### src/rtl/fetch_ctrl_v_if.sv
// Handshake bundle between the fetch sequencer and its environment.
// The slave modport is the sequencer's view; master is the driver/hazard side.
interface fetch_ctrl_v_if;
  logic        stall_in;
  logic        redirect_valid;
  logic [31:0] redirect_pc;
  logic        halt_req;
  logic [31:0] imem_addr;
  logic        imem_en;
  logic [31:0] pc_out;
  logic        valid_out;
  logic        is_stall;
  logic        is_flush;
  logic [31:0] fetch_count;

  modport master (
    output stall_in, redirect_valid, redirect_pc, halt_req,
    input  imem_addr, imem_en, pc_out, valid_out, is_stall, is_flush, fetch_count
  );

  modport slave (
    input  stall_in, redirect_valid, redirect_pc, halt_req,
    output imem_addr, imem_en, pc_out, valid_out, is_stall, is_flush, fetch_count
  );
endinterface

### src/rtl/fetch_ctrl_v.sv
// Fetch-stage sequencer: owns the PC, drives the synchronous imem port and
// produces IF/ID controls aligned to the memory's one-cycle read latency.
module fetch_ctrl_v #(
  parameter logic [31:0] RESET_PC     = 32'h0000_0000,
  parameter int          PC_STEP      = 4,
  parameter int          FLUSH_CYCLES = 1
) (
  input logic          clk,
  input logic          reset,
  fetch_ctrl_v_if.slave bus
);

  typedef enum logic [1:0] {BOOT, RUN, FLUSH, HALT} state_t;

  state_t      state;
  logic [31:0] pc;
  logic [31:0] pc_out_q;
  logic        valid_q;
  logic [31:0] fetch_cnt_q;
  logic [3:0]  flush_cnt;

  logic redirect_hit;
  logic fetch_go;

  // A redirect wins over halt and stall everywhere except the terminal state.
  assign redirect_hit = bus.redirect_valid & (state != HALT);
  assign fetch_go     = (state == RUN) & ~bus.redirect_valid & ~bus.halt_req & ~bus.stall_in;

  assign bus.imem_addr   = pc;
  assign bus.imem_en     = fetch_go;
  assign bus.is_stall    = (state == RUN) & bus.stall_in & ~bus.redirect_valid & ~bus.halt_req;
  assign bus.is_flush    = (state == BOOT) | (state == FLUSH) | redirect_hit;
  assign bus.pc_out      = pc_out_q;
  assign bus.valid_out   = valid_q;
  assign bus.fetch_count = fetch_cnt_q;

  // NOTE: state is updated with non-blocking assignments so every register in
  // this block samples the pre-edge values, regardless of statement order.
  always_ff @(posedge clk or posedge reset) begin
    if (reset) begin
      state       <= BOOT;
      pc          <= RESET_PC;
      pc_out_q    <= 32'h0;
      valid_q     <= 1'b0;
      fetch_cnt_q <= 32'h0;
      flush_cnt   <= 4'h0;
    end else if (redirect_hit) begin
      // Reloading the counter here also restarts an in-progress flush.
      state     <= FLUSH;
      pc        <= bus.redirect_pc & ~32'h3;
      valid_q   <= 1'b0;
      flush_cnt <= 4'(FLUSH_CYCLES - 1);
    end else begin
      unique case (state)
        BOOT: begin
          state   <= RUN;
          valid_q <= 1'b0;
        end
        RUN: begin
          if (bus.halt_req) begin
            state   <= HALT;
            valid_q <= 1'b0;
          end else if (!bus.stall_in) begin
            pc          <= pc + 32'(PC_STEP);
            pc_out_q    <= pc;
            valid_q     <= 1'b1;
            fetch_cnt_q <= fetch_cnt_q + 32'h1;
          end
        end
        FLUSH: begin
          valid_q <= 1'b0;
          if (flush_cnt == 4'h0) state <= RUN;
          else                   flush_cnt <= flush_cnt - 4'h1;
        end
        HALT: begin
          valid_q <= 1'b0;
        end
      endcase
    end
  end

endmodule

### src/flat_wrapper.sv
// flat-port wrapper written by rule: the top's interface ports become plain ports
module fetch_ctrl_v_flat 
#(
  parameter logic [31:0] RESET_PC     = 32'h0000_0000,
  parameter int          PC_STEP      = 4,
  parameter int          FLUSH_CYCLES = 1
)
  (clk, reset, bus_stall_in, bus_redirect_valid, bus_redirect_pc, bus_halt_req, bus_imem_addr, bus_imem_en, bus_pc_out, bus_valid_out, bus_is_stall, bus_is_flush, bus_fetch_count);
  fetch_ctrl_v_if bus_i ();
  input logic clk;
  input logic reset;
  input wire logic [$bits(bus_i.stall_in)-1:0] bus_stall_in;
  input wire logic [$bits(bus_i.redirect_valid)-1:0] bus_redirect_valid;
  input wire logic [$bits(bus_i.redirect_pc)-1:0] bus_redirect_pc;
  input wire logic [$bits(bus_i.halt_req)-1:0] bus_halt_req;
  output wire logic [$bits(bus_i.imem_addr)-1:0] bus_imem_addr;
  output wire logic [$bits(bus_i.imem_en)-1:0] bus_imem_en;
  output wire logic [$bits(bus_i.pc_out)-1:0] bus_pc_out;
  output wire logic [$bits(bus_i.valid_out)-1:0] bus_valid_out;
  output wire logic [$bits(bus_i.is_stall)-1:0] bus_is_stall;
  output wire logic [$bits(bus_i.is_flush)-1:0] bus_is_flush;
  output wire logic [$bits(bus_i.fetch_count)-1:0] bus_fetch_count;
  assign bus_i.stall_in = bus_stall_in;
  assign bus_i.redirect_valid = bus_redirect_valid;
  assign bus_i.redirect_pc = bus_redirect_pc;
  assign bus_i.halt_req = bus_halt_req;
  assign bus_imem_addr = bus_i.imem_addr;
  assign bus_imem_en = bus_i.imem_en;
  assign bus_pc_out = bus_i.pc_out;
  assign bus_valid_out = bus_i.valid_out;
  assign bus_is_stall = bus_i.is_stall;
  assign bus_is_flush = bus_i.is_flush;
  assign bus_fetch_count = bus_i.fetch_count;
  fetch_ctrl_v #(.RESET_PC(RESET_PC), .PC_STEP(PC_STEP), .FLUSH_CYCLES(FLUSH_CYCLES)) u_core (.clk(clk), .reset(reset), .bus(bus_i));
endmodule
### config.mk
export PLATFORM = sky130hd
export DESIGN_NAME = fetch_ctrl_v_flat
export DESIGN_NICKNAME = d
export VERILOG_FILES = /design/src/rtl/fetch_ctrl_v_if.sv /design/src/rtl/fetch_ctrl_v.sv /design/src/flat_wrapper.sv
export SDC_FILE = /design/constraint.sdc
export NUM_CORES = 1
export LEC_CHECK = 0
export ABC_AREA = 1
export BUFFER_PORTS_ARGS = -buffer_cell sky130_fd_sc_hd__buf_4
export CELL_PAD_IN_SITES_DETAIL_PLACEMENT = 0
export CELL_PAD_IN_SITES_GLOBAL_PLACEMENT = 2
export CORE_AREA = 5 5 105 206
export DETAILED_ROUTE_END_ITERATION = 8
export DIE_AREA = 0 0 110 211
export PLACE_DENSITY_LB_ADDON = 0.1
export SYNTH_ARGS = -nofsm -noshare
export SYNTH_HDL_FRONTEND = slang
export SYNTH_SLANG_ARGS = --single-unit
### constraint.sdc
create_clock -name clk -period 3.2 [get_ports clk]
set_input_delay 0 -clock clk [delete_from_list [all_inputs] [get_ports clk]]
set_output_delay 0 -clock clk [all_outputs]
set_load 0.05 [all_outputs]
==> out/metrics.yaml, run 1 <==
status: "complete, no violations"
crit_fanout: 33
synth_simple_gate_area_share_pct: 38.5
setup_viol: 0
placed_area_um2: 6900
yosys_most_used_dff: "dfrtp_1"
clockBufferDepth: 2
layout_common_cells: "311 x nand2_1, 138 x buf_4, 117 x nor2_1, 99 x dfrtp_1, 65 x inv_1"
critPathMaxStageDelay_ps: 410
io_buffers: 130
fin_crit_sh_pct: 62.0
end_kind: "output port"
rsz0062_at_grt: "no"
synth_warnings: 0
io_pins: 137
ant_nets: 0
grt_use_total_pct: 18.4
postCtsSetupRepairBufs: 0
cts_resized: 0
viasPerCell: 4.52
cts_tree: "yes"
overflow: 0
worst-setup-path-type: "register to output port"
final_common_cell: "nand2_1"
max_freq_mhz: 504
clock_latency_ps: 360
antenna_cells: 0
routedWlPerCell_um: 16.8
ys_types: 32
dp_hpwl_um: 16200
syn_to_final_growth_pct: 32.3
yosysSeqAreaShare_pct: 43.8
grt_max_degree: 61
muxShareOfSynthArea_pct: 0
final_cell_area_um2: 7490
crit_top_cell: "buf_4"
num_rows: 73
period_minus_slack_ps: 1980
hp-class: "primary input to register"
root_buffer: "clkbuf_16"
setup_tns_ps: 0
p_leak_uw: 0.00374
synth_top_family_by_area: "simple AND/OR/NAND/NOR gates"
worstPathCellList: "nand2_1 -> nor2_2 -> nand2_2 -> buf_4 -> inv_2 -> buf_4"
skew_ps: 9.00
fin_util_pct: 37.8
synthAdderAreaFrac_pct: 0.884
avgSynthCellArea_um2: 6.98
worstSetupStartpointType: "register"
remaining_drc_errors: 0
drt-initial-drc-count: 201
ys_ff_latch: 99
synth_edf_count: 0
slowest_stage: "dfrtp_1"
vias: 5582
hold_viol_final: 0
nets: 1010
worst_slew_pin_slew_ps: 807
cp.arrival_ps: 1980
cap_violations: 0
synth_xor_area_share_pct: 2.94
placed_cells_incl_taps: 1190
power.density_nw_per_um2: 852
drtPass1Iterations: 4
die_w_um: 110
required_ps: 3200
async_flop_share_pct: 100
grt_pass1_vias: 5754
gp_congestion: 0.870
synth-compound-area-share_pct: 6.74
drt_wl_total_um: 20700
maxSlewHeadroom_pct: 46.2
p_total_uw: 6380
synthesis.area_um2: 5660
layout-drive-gt1-share_pct: 18.6
grt_pass1_wl_um: 31800
cts.sinks: 99
cts_buffers: 9
core_area_um2: 19800
antenna_found_initial: 0
clk_pin_slew_ps: 70
die_y_um: 211
slew_viol_final: 0
initial_core_util_pct: 28.6
vdd_drop_max_v: 0.000385
postCtsHoldBufs: 30
finalNonFillerCells: 1235
htreeDepth: 3
synth_cells: 811
dieArea_um2: 23200
through the flow:
stage	hold WS, ps	setup WS [ps]
2_1_floorplan	154	610
3_3_place_gp	210	1330
3_5_place_dp	228	1290
4_1_cts	7.05	1150
5_1_grt	43.7	1040
6_report	15.6	1220
synthesized netlist by cell type, drive strengths merged, types with 5 or more instances:
master,count,area share [%]
nand3,45,4.1
nor2,132,9.9
xnor2,8,1.2
nand4,9,0.99
buf,20,2.2
o21ai,49,4.3
nand3b,10,1.3
dfrtp,99,44
a21oi,15,1.3
nand2,317,21
o22ai,5,0.55
xor2,11,1.7
inv,69,4.6
critical path: cells and delay by family, from the launching register on:
family | cells | cell delay, ps
DFF | 1 | 410
and+or+nand+nor | 3 | 270
buffers and inverters | 3 | 930
final timing paths:
check / endpoint / slack (ps) / from / depth (start not counted)
worst max-delay path: bus_imem_en / 1220 / u_core.state[0] / 6
worst min register to register: u_core.flush_cnt[3] / 480 / u_core.flush_cnt[3] / 1
worst max register to register: u_core.bus.imem_addr[17] / 1310 / u_core.state[1] / 8
min in group asynchronous: u_core.bus.fetch_count[7] / 370 / reset / 3
worst min-delay path: u_core.bus.imem_addr[18] / 20 / bus_redirect_pc[18] / 6
max in group asynchronous: u_core.bus.pc_out[4] / 2000 / reset / 4
flip-flops by register name, summed over array words and instances (netlist names):
register and cells:
u_core.bus.pc_out 30, u_core.state 2, u_core.bus.valid_out 1, u_core.flush_cnt 4, u_core.bus.imem_addr 30, u_core.bus.fetch_count 32
metal layers:
layer	wire length [µm]	share of wire, %	global-route usage, %
met2	12300	59	36.5
met5	0	0	0
met3	761	3.7	3.03
met1	6990	34	17.8
met4	651	3.1	7.75
cell type report:
type / count / area, µm²
fillers: 2123 / 12300
flip-flops and latches: 99 / 2480
inverters: 70 / 265
clock buffers: 11 / 233
well taps: 262 / 328
multi-input cells: 621 / 2800
clock inverters: 4 / 52.6
repair buffers: 168 / 1340
where the power goes:
part / internal, µW / switching [µW]
combinational: 897 / 2270
sequential: 1630 / 475
clock: 604 / 510
total: 3130 / 3250
logic make-up (layout without fill, tap and decap cells):
kind of cell	count (synthesis)	in the layout
buf+inv	94	253
flops	99	99
compound gates	73	73
simple gates	521	521
xor+xnor	19	19
fa+ha+maj	4	4
other cells	1	4
Note: power is estimated with default switching activity, not from simulation.
==> run 2, diff against run 1 <==
==> constraint.sdc (replaced) <==
create_clock -name clk -period 1.9 [get_ports clk]
set_input_delay 0 -clock clk [delete_from_list [all_inputs] [get_ports clk]]
set_output_delay 0 -clock clk [all_outputs]
set_load 0.05 [all_outputs]
==> out/metrics.yaml, run 2 (same netlist as run 1, synthesis figures left out) <==
cts_buffers: 9  # unchanged
antenna_found_initial: 0  # unchanged
cp.arrival_ps: 1940  # was 1980 ps
p_leak_uw: 0.00385  # was 0.00374 µW
hp-class: "primary input to register"  # unchanged
htreeDepth: 3  # unchanged
cp_top_family: "simple AND/OR/NAND/NOR gates"  # was buffers and inverters
fin_crit_sh_pct: 89.2
skew_ps: 7.16  # was 9.00 ps
nFillCells: 2157  # was 2,123
cts_tree: "yes"  # unchanged
num_rows: 73  # unchanged
die_w_um: 110  # unchanged
end_kind: "register"  # was output port
gp_congestion: 0.835  # was 0.870
drt-initial-drc-count: 199  # was 201
worst_slew_pin_slew_ps: 610  # was 807 ps
setup_tns_ps: 0  # unchanged
largest_reg_flops: 32  # unchanged
root_buffer: "clkbuf_16"  # unchanged
dieArea_um2: 23200  # unchanged
ant_nets: 0  # unchanged
crit_buf_inv: 2  # was 3
crit_fanout: 6  # was 33
antenna_cells: 0  # unchanged
power.density_nw_per_um2: 1450  # was 852 nW/µm²
grt_max_degree: 100  # was 61
final_common_cell: "nand2_1"  # unchanged
grt_pass1_wl_um: 32300  # was 31,800 µm
cap_violations: 0  # unchanged
seq_area_um2: 2480  # unchanged
final_cell_area_um2: 7670  # was 7490 µm²
vias: 5628  # was 5,582
crit_top_cell: "nand2_1"  # was buf_4
grt_use_total_pct: 18.6  # was 18.4%
clock_latency_ps: 350  # was 360 ps
drt_wl_total_um: 20700  # about the same
cts.sinks: 99  # unchanged
status: "complete, no violations"  # unchanged
worst-setup-path-type: "register to register"  # was register to output port
slowest_stage: "dfrtp_1"  # unchanged
remaining_drc_errors: 0  # unchanged
grt_pass1_vias: 5823  # was 5,754
initial_core_util_pct: 28.6  # unchanged
hold_viol_final: 0  # unchanged
nets: 1022  # was 1,010
syn_to_final_growth_pct: 35.5  # was 32.3%
required_ps: 2150  # was 3200 ps
layout_common_cells: "311 x nand2_1, 148 x buf_4, 117 x nor2_1, 99 x dfrtp_1, 65 x inv_1"  # was 311 x nand2_1, 138 x buf_4, 117 x nor2_1, 99 x dfrtp_1, 65 x inv_1
rsz0062_at_grt: "no"  # unchanged
clk_pin_slew_ps: 70  # about the same
routedWlPerCell_um: 16.6  # was 16.8 µm
drtPass1Iterations: 5  # was 4
critPathMaxStageDelay_ps: 420  # was 410 ps
io_buffers: 130  # unchanged
io_pins: 137  # unchanged
setup_viol: 0  # unchanged
worstSetupStartpointType: "register"  # unchanged
period_minus_slack_ps: 1690
worstPathCellList: "inv_1 -> nor2_2 -> nand2_2 -> nor2_2 -> nand3_1 -> nand2_1 -> nand2_1 -> nand2_1 -> inv_1"  # was nand2_1 -> nor2_2 -> nand2_2 -> buf_4 -> inv_2 -> buf_4
max_freq_mhz: 590
multi_input_area_um2: 2800  # about the same
slew_viol_final: 0  # unchanged
layout-drive-gt1-share_pct: 19.9  # was 18.6%
clockBufferDepth: 2  # unchanged
maxSlewHeadroom_pct: 59.3  # was 46.2%
dp_hpwl_um: 15900  # was 16,200 µm
overflow: 0  # unchanged
viasPerCell: 4.51  # was 4.52
vdd_drop_max_v: 0.000604  # was 0.000385 V
die_y_um: 211  # unchanged
core_area_um2: 19800  # unchanged
placed_area_um2: 7040  # was 6900 µm²
==> run 2: cell count changes in the layout (fill, tap and decap cells not counted) <==
cell / previous run / this run
nand2_4: 0 / 1
dlygate4sd3_1: 30 / 29
clkbuf_8: 0 / 2
clkinvlp_4: 3 / 2
buf_4: 138 / 148
inv_2: 3 / 2
inv_6: 0 / 1
nand2_2: 6 / 5
buf_12: 0 / 3
bufinv_16: 1 / 2
clkbuf_1: 2 / 1
clkinv_2: 0 / 1
inv_4: 1 / 0
==> run 2: final cells by class <==
cell class / instances / share of cell area (%)
Multi-Input combinational cell: 621 / 36.5
Clock inverter: 4 / 0.946
Tap cell: 262 / 4.27
Clock buffer: 12 / 3.34
Inverter: 70 / 3.54
Timing Repair Buffer: 180 / 19.1
Sequential cell: 99 / 32.3
==> run 2: worst paths after layout <==
check	startpoint	end	slack, ps	cells past startpoint
min	bus_redirect_pc[11]	u_core.bus.imem_addr[11]	20	4
max	u_core.bus.imem_addr[2]	u_core.bus.imem_addr[17]	210	9
max reg2reg	u_core.bus.imem_addr[2]	u_core.bus.imem_addr[17]	210	9
min in group asynchronous	reset	u_core.bus.valid_out	350	4
max in group asynchronous	reset	u_core.bus.pc_out[17]	1040	4
min reg2reg	u_core.flush_cnt[3]	u_core.flush_cnt[3]	470	1
==> run 2: timing repair <==
item / in CTS / in global routing
cloned: 0 / 0
gates resized for setup: 1 / 2
hold endpoints to repair: 126 / 0
hold buffers: 29 / 0
endpoints found under the setup margin: 1 / 1
buffers inserted: 0 / 0
==> run 2: power breakdown <==
part	internal (µW)	total [µW]	switching, µW
combinational	1640	5580	3940
sequential	2750	3460	709
clock	1230	2080	852
==> run 2: per-layer routing <==
metal,track usage [%],up-vias,share of wire [%]
met2,37.0,130,59
met1,17.9,2608,34
met5,0,-,0
met3,2.75,30,3.6
li1,-,2860,-
met4,8.39,0,4.0
==> run 2: per-stage QoR <==
stage / power (µW) / setup WS (ps) / cells / util (%) / hold WS (ps)
CTS: 11300 / 39.1 / 1248 / 38.7 / 0.975
global placement: 9080 / 198 / 1203 / 35.5 / 219
detailed placement: 9120 / 181 / 1203 / 35.5 / 223
finish: 11100 / 206 / 1248 / 38.7 / 24.4
global route: 11800 / 19.7 / 1248 / 38.7 / 39.3
floorplan: 7070 / 15.1 / 814 / - / 154
==> run 2: tightest hold or removal path, cell delays in order <==
cell and delay [ps]:
buf_4 80, or2_2 100, nand2_1 50, a21oi_1 110
==> run 3, diff against run 2 <==
--- a/config.mk
+++ b/config.mk
@@ -12,6 +12,7 @@
 export CORE_AREA = 5 5 105 206
 export DETAILED_ROUTE_END_ITERATION = 8
 export DIE_AREA = 0 0 110 211
+export HOLD_SLACK_MARGIN = 0.06
 export PLACE_DENSITY_LB_ADDON = 0.1
 export SYNTH_ARGS = -nofsm -noshare
 export SYNTH_HDL_FRONTEND = slang
==> constraint.sdc (replaced) <==
create_clock -name clk -period 1.9 [get_ports clk]
set_input_delay 0 -clock clk [delete_from_list [all_inputs] [get_ports clk]]
set_output_delay 0 -clock clk [all_outputs]
set_load 0.01 [all_outputs]
==> out/metrics.yaml, run 3 (same netlist as run 1, synthesis figures left out) <==
status: "complete, no violations"  # unchanged
setup_tns_ps: 0  # unchanged
hold_viol_final: 0  # unchanged
slew_viol_final: 0  # unchanged
clockBufferDepth: 2  # unchanged
grt_pass1_wl_um: 32000  # was 32,300 µm
remaining_drc_errors: 0  # unchanged
clock_latency_ps: 350  # about the same
htreeDepth: 3  # unchanged
dieArea_um2: 23200  # unchanged
period_minus_slack_ps: 1690  # about the same
cts_buffers: 9  # unchanged
io_buffers: 130  # unchanged
root_buffer: "clkbuf_16"  # unchanged
final_common_cell: "nand2_1"  # unchanged
routedWlPerCell_um: 16.6  # about the same
required_ps: 2150  # about the same
io_pins: 137  # unchanged
worst_slew_pin_slew_ps: 593  # was 610 ps
gp_congestion: 0.829  # was 0.835
worst_slack_ps: 206  # about the same
ant_nets: 0  # unchanged
drtPass1Iterations: 4  # was 5
post-place-ws_ps: 187  # was 181 ps
viasPerCell: 4.50  # was 4.51
cp.arrival_ps: 1940  # about the same
die_y_um: 211  # unchanged
p_leak_uw: 0.00386  # was 0.00385 µW
cts_tree: "yes"  # unchanged
clk_pin_slew_ps: 70  # about the same
nets: 1027  # was 1,022
p_total_uw: 8830  # was 11,100 µW
maxSlewHeadroom_pct: 60.4  # was 59.3%
antenna_cells: 0  # unchanged
end_kind: "register"  # unchanged
die_w_um: 110  # unchanged
layout-drive-gt1-share_pct: 19.9  # about the same
rsz0062_at_grt: "no"  # unchanged
antenna_found_initial: 0  # unchanged
num_rows: 73  # unchanged
power.density_nw_per_um2: 1150  # was 1450 nW/µm²
worst-setup-path-type: "register to register"  # unchanged
cts.sinks: 99  # unchanged
placed_area_um2: 7060  # was 7040 µm²
grt_max_degree: 100  # unchanged
overflow: 0  # unchanged
vias: 5639  # was 5,628
fin_crit_sh_pct: 89.2  # about the same
grt_use_total_pct: 18.5  # was 18.6%
setup_viol: 0  # unchanged
drt_wl_total_um: 20800  # was 20,700 µm
core_area_um2: 19800  # unchanged
worstSetupStartpointType: "register"  # unchanged
initial_core_util_pct: 28.6  # unchanged
skew_ps: 5.63  # was 7.16 ps
hp-class: "primary input to register"  # unchanged
vdd_drop_max_v: 0.000612  # was 0.000604 V
postCtsSetupRepairBufs: 0  # unchanged
drt-initial-drc-count: 191  # was 199
final_cell_area_um2: 7680  # was 7670 µm²
max_freq_mhz: 590  # about the same
cap_violations: 0  # unchanged
syn_to_final_growth_pct: 35.7  # was 35.5%
grt_pass1_vias: 5819  # was 5,823
largest_reg_flops: 32  # unchanged
dp_hpwl_um: 16000  # was 15,900 µm
layout_common_cells: "311 x nand2_1, 148 x buf_4, 117 x nor2_1, 99 x dfrtp_1, 65 x inv_1"  # unchanged
crit_fanout: 6  # unchanged
run 3: cell types whose count changed in the layout (fill, tap and decap cells not counted), sizes merged:
cell	change
clkinvlp	+1
clkinv	+1
dlygate4sd3	+4
bufinv	-2
buf	+1
run 3: where the power goes:
group	internal, µW	switching, µW
combinational	1600	1950
clock	959	857
sequential	2750	714
total	5310	3520
run 3: cell type report:
cell class / count / area, µm²
fill: 2143 / 12100
multi-input combinational: 621 / 2800
sequential: 99 / 2480
timing repair buffer: 185 / 1520
tap: 262 / 328
inverter: 70 / 272
clock buffer: 12 / 256
clock inverter: 4 / 25.0
run 3: timing repair:
item                       in CTS  in global routing
hold endpoints to repair      130                  0
resized for setup               1                  2
setup endpoints to repair       1                  1
cloned                          0                  0
hold buffers                   33                  0
run 3: per-stage QoR:
step | hold slack (ps) | util (%) | std cells
final | 73.7 | 38.8 | 1253
after floorplan | 109 | - | 814
after global routing | 132 | 38.8 | 1253
after global placement | 220 | 35.6 | 1204
after CTS | 66.5 | 38.7 | 1253
after detailed placement | 228 | 35.6 | 1204
run 3: metal layers:
| layer | global-route usage [%] | part of all wire [%] |
|---|---|---|
| met3 | 2.39 | 3.2 |
| met4 | 10.8 | 5.3 |
| met2 | 36.0 | 58 |
| met1 | 17.7 | 34 |
| met5 | 0 | 0 |
run 3: path summary, 6_finish.rpt:
path,end,cells after the start,slack [ps],from
min reg2reg,u_core.flush_cnt[3],1,480,u_core.flush_cnt[3]
max in group asynchronous,u_core.bus.fetch_count[25],4,1070,reset
min in group asynchronous,u_core.bus.fetch_count[7],4,360,reset
max,u_core.bus.imem_addr[18],10,210,u_core.bus.imem_addr[3]
max reg2reg,u_core.bus.imem_addr[18],10,210,u_core.bus.imem_addr[3]
min,u_core.state[1],5,70,bus_halt_req
run 3: worst max-delay path, stage by stage, from the launching register on:
cell and delay [ps]:
dfrtp_1 430, ha_1 200, nand2_1 90, nor2_2 140
nand2_2 170, nor2_4 240, nand3_1 110, nand2_1 80
nand2_1 50, nand2_1 60, inv_1 40
